===== config.mk =====
export PLATFORM = sky130hd
export DESIGN_NAME = clip_playback_reader_flat
export DESIGN_NICKNAME = d
export VERILOG_FILES = /design/src/rtl/clip_playback_reader_if.sv /design/src/rtl/clip_playback_reader.sv /design/src/flat_wrapper.sv
export SDC_FILE = /design/constraint.sdc
export NUM_CORES = 1
export LEC_CHECK = 0
export ABC_AREA = 1
export CAP_MARGIN = 10
export CORE_MARGIN = 8
export CORE_UTILIZATION = 40
export CTS_BUF_LIST = sky130_fd_sc_hd__clkbuf_16
export CTS_CLUSTER_DIAMETER = 200
export DETAILED_ROUTE_END_ITERATION = 12
export HOLD_SLACK_MARGIN = 0.03
export SYNTH_ARGS = -nofsm -noshare
export SYNTH_HDL_FRONTEND = slang
export SYNTH_SLANG_ARGS = --single-unit

===== constraint.sdc =====
create_clock -name clock -period 10.6 [get_ports clock]
set_input_delay 1.06 -clock clock [delete_from_list [all_inputs] [get_ports clock]]
set_output_delay 1.06 -clock clock [all_outputs]
set_load 0.02 [all_outputs]

===== src/rtl/clip_playback_reader_if.sv =====
// Bus bundle between the clip playback reader, the two clip BRAM read
// ports and the audio/status consumers.
interface clip_playback_reader_if #(
  parameter int ADDR_W = 17,
  parameter int DATA_W = 16
);
  logic                     play;
  logic                     stop;
  logic                     loop;
  logic                     clip_sel;
  logic [ADDR_W-1:0]        clip_len;
  logic signed [DATA_W-1:0] douta0;
  logic signed [DATA_W-1:0] douta1;
  logic                     ena0;
  logic                     ena1;
  logic [ADDR_W-1:0]        addra;
  logic                     busy;
  logic                     done;
  logic                     audioOut;

  // Environment side: controls, memory read data; observes reads and audio.
  modport master (
    output play, stop, loop, clip_sel, clip_len, douta0, douta1,
    input  ena0, ena1, addra, busy, done, audioOut
  );

  // Reader side.
  modport slave (
    input  play, stop, loop, clip_sel, clip_len, douta0, douta1,
    output ena0, ena1, addra, busy, done, audioOut
  );
endinterface


===== src/rtl/clip_playback_reader.sv =====
// Clip playback reader: fetches one signed sample per sample period from the
// selected clip BRAM and renders it as an 8-bit-resolution PWM bit stream.
module clip_playback_reader #(
  parameter int ADDR_W         = 17,
  parameter int DATA_W         = 16,
  parameter int CLK_PER_SAMPLE = 2500,
  parameter int RD_LAT         = 1
) (
  input  logic                  clock,
  input  logic                  reset,
  clip_playback_reader_if.slave bus
);

  localparam int                CNT_W     = $clog2(CLK_PER_SAMPLE);
  localparam logic [CNT_W-1:0]  LAST_CNT  = CNT_W'(CLK_PER_SAMPLE - 1);
  localparam logic [CNT_W-1:0]  WAIT_LAST = CNT_W'(RD_LAT - 1);
  localparam logic [DATA_W-1:0] SIGN_BIT  = {1'b1, {(DATA_W-1){1'b0}}};

  typedef enum logic [2:0] {S_IDLE, S_READ, S_WAIT, S_LOAD, S_HOLD} state_t;

  // Signed sample to offset-binary duty: flip the sign bit, keep the top 8 bits.
  function automatic logic [7:0] to_duty(input logic signed [DATA_W-1:0] s);
    return 8'((unsigned'(s) ^ SIGN_BIT) >> (DATA_W - 8));
  endfunction

  state_t            state_q, state_d;
  logic [CNT_W-1:0]  cnt_q, cnt_d;
  logic [ADDR_W-1:0] addr_q, addr_d;
  logic [ADDR_W-1:0] len_q, len_d;
  logic              sel_q, sel_d;
  logic [7:0]        duty_q, duty_d;
  logic [7:0]        pwm_q, pwm_d;
  logic              done_d;
  logic              ena0_q, ena1_q, busy_q, done_q, aud_q;

  // Next-state, period counter, address and duty capture.
  always_comb begin
    state_d = state_q;
    cnt_d   = cnt_q;
    addr_d  = addr_q;
    len_d   = len_q;
    sel_d   = sel_q;
    duty_d  = duty_q;
    done_d  = 1'b0;
    unique case (state_q)
      S_IDLE: begin
        addr_d = '0;
        cnt_d  = '0;
        if (bus.play && !bus.stop) begin
          if (bus.clip_len != '0) begin
            state_d = S_READ;
            len_d   = bus.clip_len;
            sel_d   = bus.clip_sel;
          end else begin
            done_d = 1'b1;
          end
        end
      end
      S_READ: begin
        cnt_d   = cnt_q + 1'b1;
        state_d = (RD_LAT > 1) ? S_WAIT : S_LOAD;
      end
      S_WAIT: begin
        cnt_d = cnt_q + 1'b1;
        if (cnt_q == WAIT_LAST) state_d = S_LOAD;
      end
      S_LOAD: begin
        cnt_d   = cnt_q + 1'b1;
        duty_d  = to_duty(sel_q ? bus.douta1 : bus.douta0);
        state_d = S_HOLD;
      end
      S_HOLD: begin
        if (cnt_q == LAST_CNT) begin
          cnt_d = '0;
          if (addr_q < len_q - 1'b1) begin
            addr_d  = addr_q + 1'b1;
            state_d = S_READ;
          end else if (bus.loop) begin
            addr_d  = '0;
            state_d = S_READ;
          end else begin
            addr_d  = '0;
            state_d = S_IDLE;
            done_d  = 1'b1;
          end
        end else begin
          cnt_d = cnt_q + 1'b1;
        end
      end
      default: state_d = S_IDLE;
    endcase
    // Abort wins over everything else while busy and never produces done.
    if (bus.stop && (state_q != S_IDLE)) begin
      state_d = S_IDLE;
      addr_d  = '0;
      cnt_d   = '0;
      done_d  = 1'b0;
    end
  end

  // PWM carrier: free-runs while busy, starts at 0 in the first READ.
  always_comb begin
    pwm_d = '0;
    if ((state_d != S_IDLE) && (state_q != S_IDLE)) pwm_d = pwm_q + 1'b1;
  end

  // State and registered outputs; all outputs come straight from flops.
  always_ff @(posedge clock) begin
    if (reset) begin
      state_q <= S_IDLE;
      cnt_q   <= '0;
      addr_q  <= '0;
      len_q   <= '0;
      sel_q   <= 1'b0;
      duty_q  <= '0;
      pwm_q   <= '0;
      ena0_q  <= 1'b0;
      ena1_q  <= 1'b0;
      busy_q  <= 1'b0;
      done_q  <= 1'b0;
      aud_q   <= 1'b0;
    end else begin
      state_q <= state_d;
      cnt_q   <= cnt_d;
      addr_q  <= addr_d;
      len_q   <= len_d;
      sel_q   <= sel_d;
      duty_q  <= duty_d;
      pwm_q   <= pwm_d;
      ena0_q  <= (state_d == S_READ) && !sel_d;
      ena1_q  <= (state_d == S_READ) && sel_d;
      busy_q  <= (state_d != S_IDLE);
      done_q  <= done_d;
      aud_q   <= (state_d != S_IDLE) && (pwm_d < duty_d);
    end
  end

  assign bus.ena0     = ena0_q;
  assign bus.ena1     = ena1_q;
  assign bus.addra    = addr_q;
  assign bus.busy     = busy_q;
  assign bus.done     = done_q;
  assign bus.audioOut = aud_q;

endmodule


===== src/flat_wrapper.sv =====
// flat-port wrapper written by rule: the top's interface ports become plain ports
module clip_playback_reader_flat 
#(
  parameter int ADDR_W         = 17,
  parameter int DATA_W         = 16,
  parameter int CLK_PER_SAMPLE = 2500,
  parameter int RD_LAT         = 1
)
  (clock, reset, bus_play, bus_stop, bus_loop, bus_clip_sel, bus_clip_len, bus_douta0, bus_douta1, bus_ena0, bus_ena1, bus_addra, bus_busy, bus_done, bus_audioOut);
  clip_playback_reader_if #(.ADDR_W(ADDR_W), .DATA_W(DATA_W)) bus_i ();
  input  logic clock;
  input  logic reset;
  input wire logic [$bits(bus_i.play)-1:0] bus_play;
  input wire logic [$bits(bus_i.stop)-1:0] bus_stop;
  input wire logic [$bits(bus_i.loop)-1:0] bus_loop;
  input wire logic [$bits(bus_i.clip_sel)-1:0] bus_clip_sel;
  input wire logic [$bits(bus_i.clip_len)-1:0] bus_clip_len;
  input wire logic [$bits(bus_i.douta0)-1:0] bus_douta0;
  input wire logic [$bits(bus_i.douta1)-1:0] bus_douta1;
  output wire logic [$bits(bus_i.ena0)-1:0] bus_ena0;
  output wire logic [$bits(bus_i.ena1)-1:0] bus_ena1;
  output wire logic [$bits(bus_i.addra)-1:0] bus_addra;
  output wire logic [$bits(bus_i.busy)-1:0] bus_busy;
  output wire logic [$bits(bus_i.done)-1:0] bus_done;
  output wire logic [$bits(bus_i.audioOut)-1:0] bus_audioOut;
  assign bus_i.play = bus_play;
  assign bus_i.stop = bus_stop;
  assign bus_i.loop = bus_loop;
  assign bus_i.clip_sel = bus_clip_sel;
  assign bus_i.clip_len = bus_clip_len;
  assign bus_i.douta0 = bus_douta0;
  assign bus_i.douta1 = bus_douta1;
  assign bus_ena0 = bus_i.ena0;
  assign bus_ena1 = bus_i.ena1;
  assign bus_addra = bus_i.addra;
  assign bus_busy = bus_i.busy;
  assign bus_done = bus_i.done;
  assign bus_audioOut = bus_i.audioOut;
  clip_playback_reader #(.ADDR_W(ADDR_W), .DATA_W(DATA_W), .CLK_PER_SAMPLE(CLK_PER_SAMPLE), .RD_LAT(RD_LAT)) u_core (.clock(clock), .reset(reset), .bus(bus_i));
endmodule

==> run_results.csv, run 1 <==
group,metric,value,unit
synthesis,netlist_instances,586,
synthesis,ys_seq_elements,71,
worst_hold_path,hold_class,"register to register",
setup_path,startpoint_type,"register",
detailed_routing,dr.first_iter.drc_count,193,
clocking,cts_tree,"yes",
clocking,cts_setup_buffers,0,
timing,finalClockSkew,0.00880,ns
cells_and_area,area_delta_synth_final,24.4,%
synthesis,yosys_most_used_dff,"dfxtp_1",
die,pin_count,77,
synthesis,async_reset_ff_share,0,%
timing,setup_tns,0,ns
synthesis,avgSynthCellArea,7.01,sq um
die,dieArea,13800,sq um
setup_path,endpoint_kind,"register",
die,initial_core_util,40.5,%
timing,rsz0062_at_grt,"false",
global_routing,grt-busiest-layer,"met2",
clocking,h-tree-depth,3,
setup_path,worstPathArrival,4.43,ns
global_routing,met1_usage,18.6,%
cells_and_area,nNetsFinal,729,
cells_and_area,layout_common_cells,"nand2_1 (107), nor2_1 (98), dfxtp_1 (71), inv_1 (68), clkdlybuf4s50_1 (60)",
detailed_routing,num_vias,3839,
global_routing,grt_max_degree,23,
timing,tightest_slew,0.835,ns
synthesis,synth-edff-count,0,
detailed_routing,postRouteAntennaNets,0,
placement,dp_hpwl,7.79,mm
global_routing,antenna_found_initial,0,
setup_path,critPathTopFamily,"simple AND/OR/NAND/NOR gates",
detailed_routing,drc_errors,0,
timing,hold_violations,0,
power,p_leak,2.12,nW
global_routing,grt_pass1_wl,16.8,mm
detailed_routing,routed_via_density,4.88,
timing,fin_crit_sh,39.3,%
global_routing,overflow,0,
die,die_w,117,um
detailed_routing,routed_wl,9.90,mm
cells_and_area,multi_input_area,2370,sq um
clocking,cts.hold.buffers_added,0,
power,p_per_area,171,nW/um^2
clocking,cts.path.max_buffers,2,
synthesis,synth_fp_nets,669,
clocking,cts.sink_count,71,
clocking,cts_root_buf,"clkbuf_16",
cells_and_area,fillerInstances,1028,
timing,min_period,4.16,ns
synthesis,yosysSeqAreaShare,34.6,%
job,cap_violations,0,
setup_path,required,10.86,ns
cells_and_area,seq_area,1420,sq um
die,die_h,117,um
cells_and_area,finalNonFillerCells,787,
power,ir_worst_vdd,0.0803,mV
timing,slew_headroom,44.1,%
cells_and_area,final_common_cell,"nand2_1",
clocking,clk_latency,0.33,ns
synthesis,synth_cell_types,44,
die,num_rows,37,
status,status,"completed",
setup_path,cp_slowest_cell,"ha_1",
setup_path,cp_num_buf_inv,1,
synthesis,synth_warnings,0,
placement,io_buffers,60,
global_routing,track_usage,14.3,%
placement,dp.cells,771,
setup_path,worstPathMaxFanout,14,
clocking,post_cts_resized,0,
timing,slew_violations,0,
detailed_routing,routedWlPerCell,12.6,um
global_routing,grt_util_met2,22.4,%
timing,timing.fmax,240,MHz
die,coreArea,10100,sq um
synthesis,netlist_area,4110,sq um
setup_path,critical_path_class,"register to register",
cells_and_area,drive_gt1_share,7.53,%
clocking,cts_made_buffers,9,
cells_and_area,n_antenna_cell,0,
global_routing,grt_pass1_vias,3670,
setup_path,path_common_cell,"nand2_1",
placement,gp_congestion,0.863,
setup_path,critPathMaxStageDelay,0.30,ns
detailed_routing,dr.pass1.iters,4,
timing,finalSetupViolCount,0,
clocking,clkSlewWorstSetupHoldPaths,0.06,ns
global_routing,use_met3,4.27,%
## power breakdown
part,switching (W),internal [W],total [W]
sequential,0.0000191,0.000290,0.000310
clock,0.000117,0.000158,0.000275
combinational,0.000185,0.000104,0.000289
## state kept, by name, indices dropped and copies added, names as in the netlist, 3 cells and up
name,flops
u_core.bus.addra,17
u_core.state_q,3
u_core.pwm_q,8
u_core.duty_q,8
u_core.len_q,17
u_core.cnt_q,12
## per-stage QoR
stage	worst slack (ns)	hold slack, ns	instance area [sq um]	total power, W	utilization [%]
after floorplan	6.92	0.447	4110	0.000529	-
after global placement	6.44	0.462	4840	0.000598	47.7
after detailed placement	6.44	0.475	4840	0.000605	47.7
after CTS	6.41	0.482	5110	0.000883	50.4
after global routing	5.92	0.502	5110	0.000938	50.4
final	6.44	0.477	5110	0.000874	50.4
## cell type report
class	instances	area share [%]
clock buffer	9	4.41
tap	136	3.33
timing repair buffer	61	11.9
inverter	73	5.36
clock inverter	7	0.906
sequential	71	27.8
multi-input combinational	430	46.3
## final timing paths
check / startpoint / end / slack [ns] / depth (start not counted)
max reg2reg: u_core.len_q[0] / u_core.bus.audioOut / 6.44 / 26
min: u_core.len_q[1] / u_core.len_q[1] / 0.48 / 2
max: u_core.len_q[0] / u_core.bus.audioOut / 6.44 / 26
min reg2reg: u_core.len_q[1] / u_core.len_q[1] / 0.48 / 2
## synth_stat cells, types with 5 or more instances
master | n | area [sq um]
o21ai_0 | 41 | 205
a21oi_1 | 30 | 150
ha_1 | 28 | 350
nand2_1 | 107 | 402
nand3_1 | 20 | 100
xor2_1 | 13 | 114
clkbuf_1 | 9 | 33.8
nor3_1 | 23 | 115
xnor2_1 | 5 | 43.8
dfxtp_1 | 71 | 1420
nor2_1 | 98 | 368
a221oi_1 | 5 | 43.8
nor4_1 | 7 | 43.8
or2_2 | 5 | 31.3
inv_1 | 68 | 255
nor2_2 | 5 | 31.3
## logic make-up (layout without fill, tap and decap cells)
kind of cell	count (synthesis)	in the layout	share of synthesized area [%]
AO/OA/AOI/OAI	101	101	14.8
XOR/XNOR	18	18	3.84
adder cells (fa/ha/maj)	28	28	8.52
buffers and inverters	85	150	7.85
flip-flops	71	71	34.6
AND/OR/NAND/NOR	283	283	30.4
## routing by layer
layer  part of all wire (%)  routed length (um)  up-vias
li1                       -                   -     2048
met1                     50                4990     1697
met5                      0                   0        -
met4                   0.61                  60        0
met3                    6.0                 593        4
met2                     43                4260       90
## worst min-delay path, stage by stage, from the launching register on
cell     delay [ns]
dfxtp_1        0.30
inv_1          0.07
a21oi_1        0.06
Note: power is estimated with default switching activity, not from simulation.
==> run 2: changes to the inputs <==
==> constraint.sdc (replaced) <==
create_clock -name clock -period 4.25 [get_ports clock]
set_input_delay 0.425 -clock clock [delete_from_list [all_inputs] [get_ports clock]]
set_output_delay 0.425 -clock clock [all_outputs]
set_load 0.02 [all_outputs]
==> run 2 against run 1 <==
  * Critical path depth unchanged
  * Non-clock buffer count increased by 5
  * Routed wire length increased by 3.1%
  * First-iteration DRC count decreased by 6.7%
  * Critical path type unchanged
  * Clock-buffer cell count unchanged
  * Clock power increased to 2.6 times the previous value
  * Setup slack got worse by 6.1 ns
  * Sequential share of layout area decreased by 0.63 points
  * Register-to-register slack got worse by 6.1 ns
  * Critical endpoint unchanged
==> run_results.csv, run 2 (synthesis results as in run 1) <==
group,metric,value,unit
status,status,"completed",
die,num_rows,37,
timing,hold_violations,0,
clocking,clkSlewWorstSetupHoldPaths,0.05,ns
setup_path,required,4.52,ns
detailed_routing,routed_wl,10.2,mm
global_routing,grt_pass1_vias,3600,
die,die_w,117,um
die,coreArea,10100,sq um
clocking,cts_root_buf,"clkbuf_16",
cells_and_area,nNetsFinal,734,
placement,dp_hpwl,7.77,mm
detailed_routing,dr.first_iter.drc_count,180,
clocking,cts_tree,"yes",
detailed_routing,top_layer_used,"met4",
clocking,cts.path.max_buffers,2,
die,die_h,117,um
timing,min_period,3.93,ns
cells_and_area,fillerInstances,1010,
cells_and_area,multi_input_area,2440,sq um
die,pin_count,77,
power,ir_worst_vdd,0.177,mV
detailed_routing,routed_via_density,4.89,
power,p_leak,2.16,nW
setup_path,worstPathMaxFanout,8,
clocking,clk_latency,0.33,ns
power,p_per_area,439,nW/um^2
job,cap_violations,0,
timing,slew_headroom,49.7,%
setup_path,startpoint_type,"register",
setup_path,critical_path_class,"register to register",
global_routing,grt_pass1_wl,16.8,mm
die,dieArea,13800,sq um
clocking,cts.sink_count,71,
detailed_routing,met1Wirelength,5.13,mm
detailed_routing,routedWlPerCell,12.9,um
power,total_power,0.00230,W
cells_and_area,final_common_cell,"nand2_1",
setup_path,worstPathArrival,4.20,ns
placement,preCtsSetupSlack,0.0485,ns
cells_and_area,seq_area,1420,sq um
global_routing,grt_max_degree,23,
die,initial_core_util,40.5,%
global_routing,track_usage,14.5,%
cells_and_area,area_delta_synth_final,27.2,%
detailed_routing,drc_errors,0,
clocking,h-tree-depth,3,
cells_and_area,n_antenna_cell,0,
detailed_routing,wl_met3,528,um
placement,io_buffers,60,
timing,timing.fmax,254,MHz
detailed_routing,routed-wl-met2,4.43,mm
timing,finalClockSkew,0.00465,ns
clocking,cts_made_buffers,9,
timing,tightest_slew,0.754,ns
timing,fin_crit_sh,92.5,%
setup_path,endpoint_kind,"register",
global_routing,antenna_found_initial,0,
detailed_routing,num_vias,3869,
global_routing,overflow,0,
detailed_routing,dr.pass1.iters,4,
cells_and_area,drive_gt1_share,9.30,%
worst_hold_path,hold_class,"register to register",
timing,slew_violations,0,
timing,setup_slack,0.317,ns
placement,gp_congestion,0.857,
detailed_routing,postRouteAntennaNets,0,
timing,finalSetupViolCount,0,
cells_and_area,layout_common_cells,"nand2_1 (105), nor2_1 (96), dfxtp_1 (71), inv_1 (69), clkdlybuf4s50_1 (60)",
-- run 2: changes by cell type in the layout (fill, tap and decap cells not counted), moves of 2 or more --
cell,delta
inv_6,-2
nor2_1,-2
nand2_1,-2
nor2_2,+2
buf_4,+4
clkinv_2,-2
nor3_4,+2
clkinv_1,+2
nor3_1,-3
-- run 2: critical path, stage by stage (launching register included) --
cell and delay, ns:
dfxtp_1 0.31, inv_1 0.08, ha_2 0.19, nand2_2 0.08
nor3_4 0.22, nand3_2 0.14, nor3_4 0.22, nand2_2 0.11
nor4_4 0.23, xnor2_1 0.19, ha_1 0.30, a21o_1 0.18
nor2_1 0.12, nand2_1 0.07, nor2_1 0.10, nand2_1 0.08
nand2_1 0.08, nand2_1 0.05, nand2_1 0.07, nand2_2 0.07
nand2_2 0.12, nand2_8 0.09, nor2_1 0.11, ha_1 0.25
a21oi_1 0.15, o211ai_1 0.12, a21oi_2 0.14
-- run 2: cell type report --
class	count	share of cell area, %
Clock buffer	9	4.31
Multi-Input combinational cell	430	46.7
Sequential cell	71	27.2
Clock inverter	7	1.08
Tap cell	136	3.25
Inverter	73	5.24
Timing Repair Buffer	66	12.3
-- run 2: worst paths after layout --
| path | from | end | slack (ns) | cells past startpoint |
|---|---|---|---|---|
| hold reg to reg | u_core.len_q[0] | u_core.len_q[0] | 0.49 | 2 |
| setup reg to reg | u_core.len_q[1] | u_core.bus.audioOut | 0.32 | 26 |
| setup / recovery | u_core.len_q[1] | u_core.bus.audioOut | 0.32 | 26 |
| hold / removal | u_core.len_q[0] | u_core.len_q[0] | 0.49 | 2 |
-- run 2: timing repair --
| action | in CTS | in global routing |
|---|---|---|
| hold buffers | 0 | 0 |
| endpoints found under the setup margin | 0 | 3 |
| resized for setup | 0 | 16 |
| buffers inserted | 0 | 4 |
-- run 2: stage by stage --
stage	std cells	util (%)	area [sq um]	hold WS, ns	TNS, ns
after global placement	772	47.8	4850	0.465	0
after floorplan	586	-	4110	0.447	0
after global routing	792	51.6	5230	0.505	-0.0288
after detailed placement	772	47.8	4850	0.486	0
after CTS	788	50.6	5130	0.494	0
final	792	51.6	5230	0.487	0
-- run 2: layer usage --
layer,up-vias,track usage [%]
li1,2064,-
met2,68,21.8
met4,0,5.35
met5,-,0
met3,8,4.65
met1,1729,18.8
-- run 2: where the power goes --
part           switching [W]  internal, W  total, W  leakage, nW
Combinational       0.000500     0.000298  0.000799         1.44
Clock               0.000278     0.000444  0.000721        0.141
Sequential         0.0000522     0.000725  0.000777        0.576
Total               0.000830      0.00147   0.00230         2.16
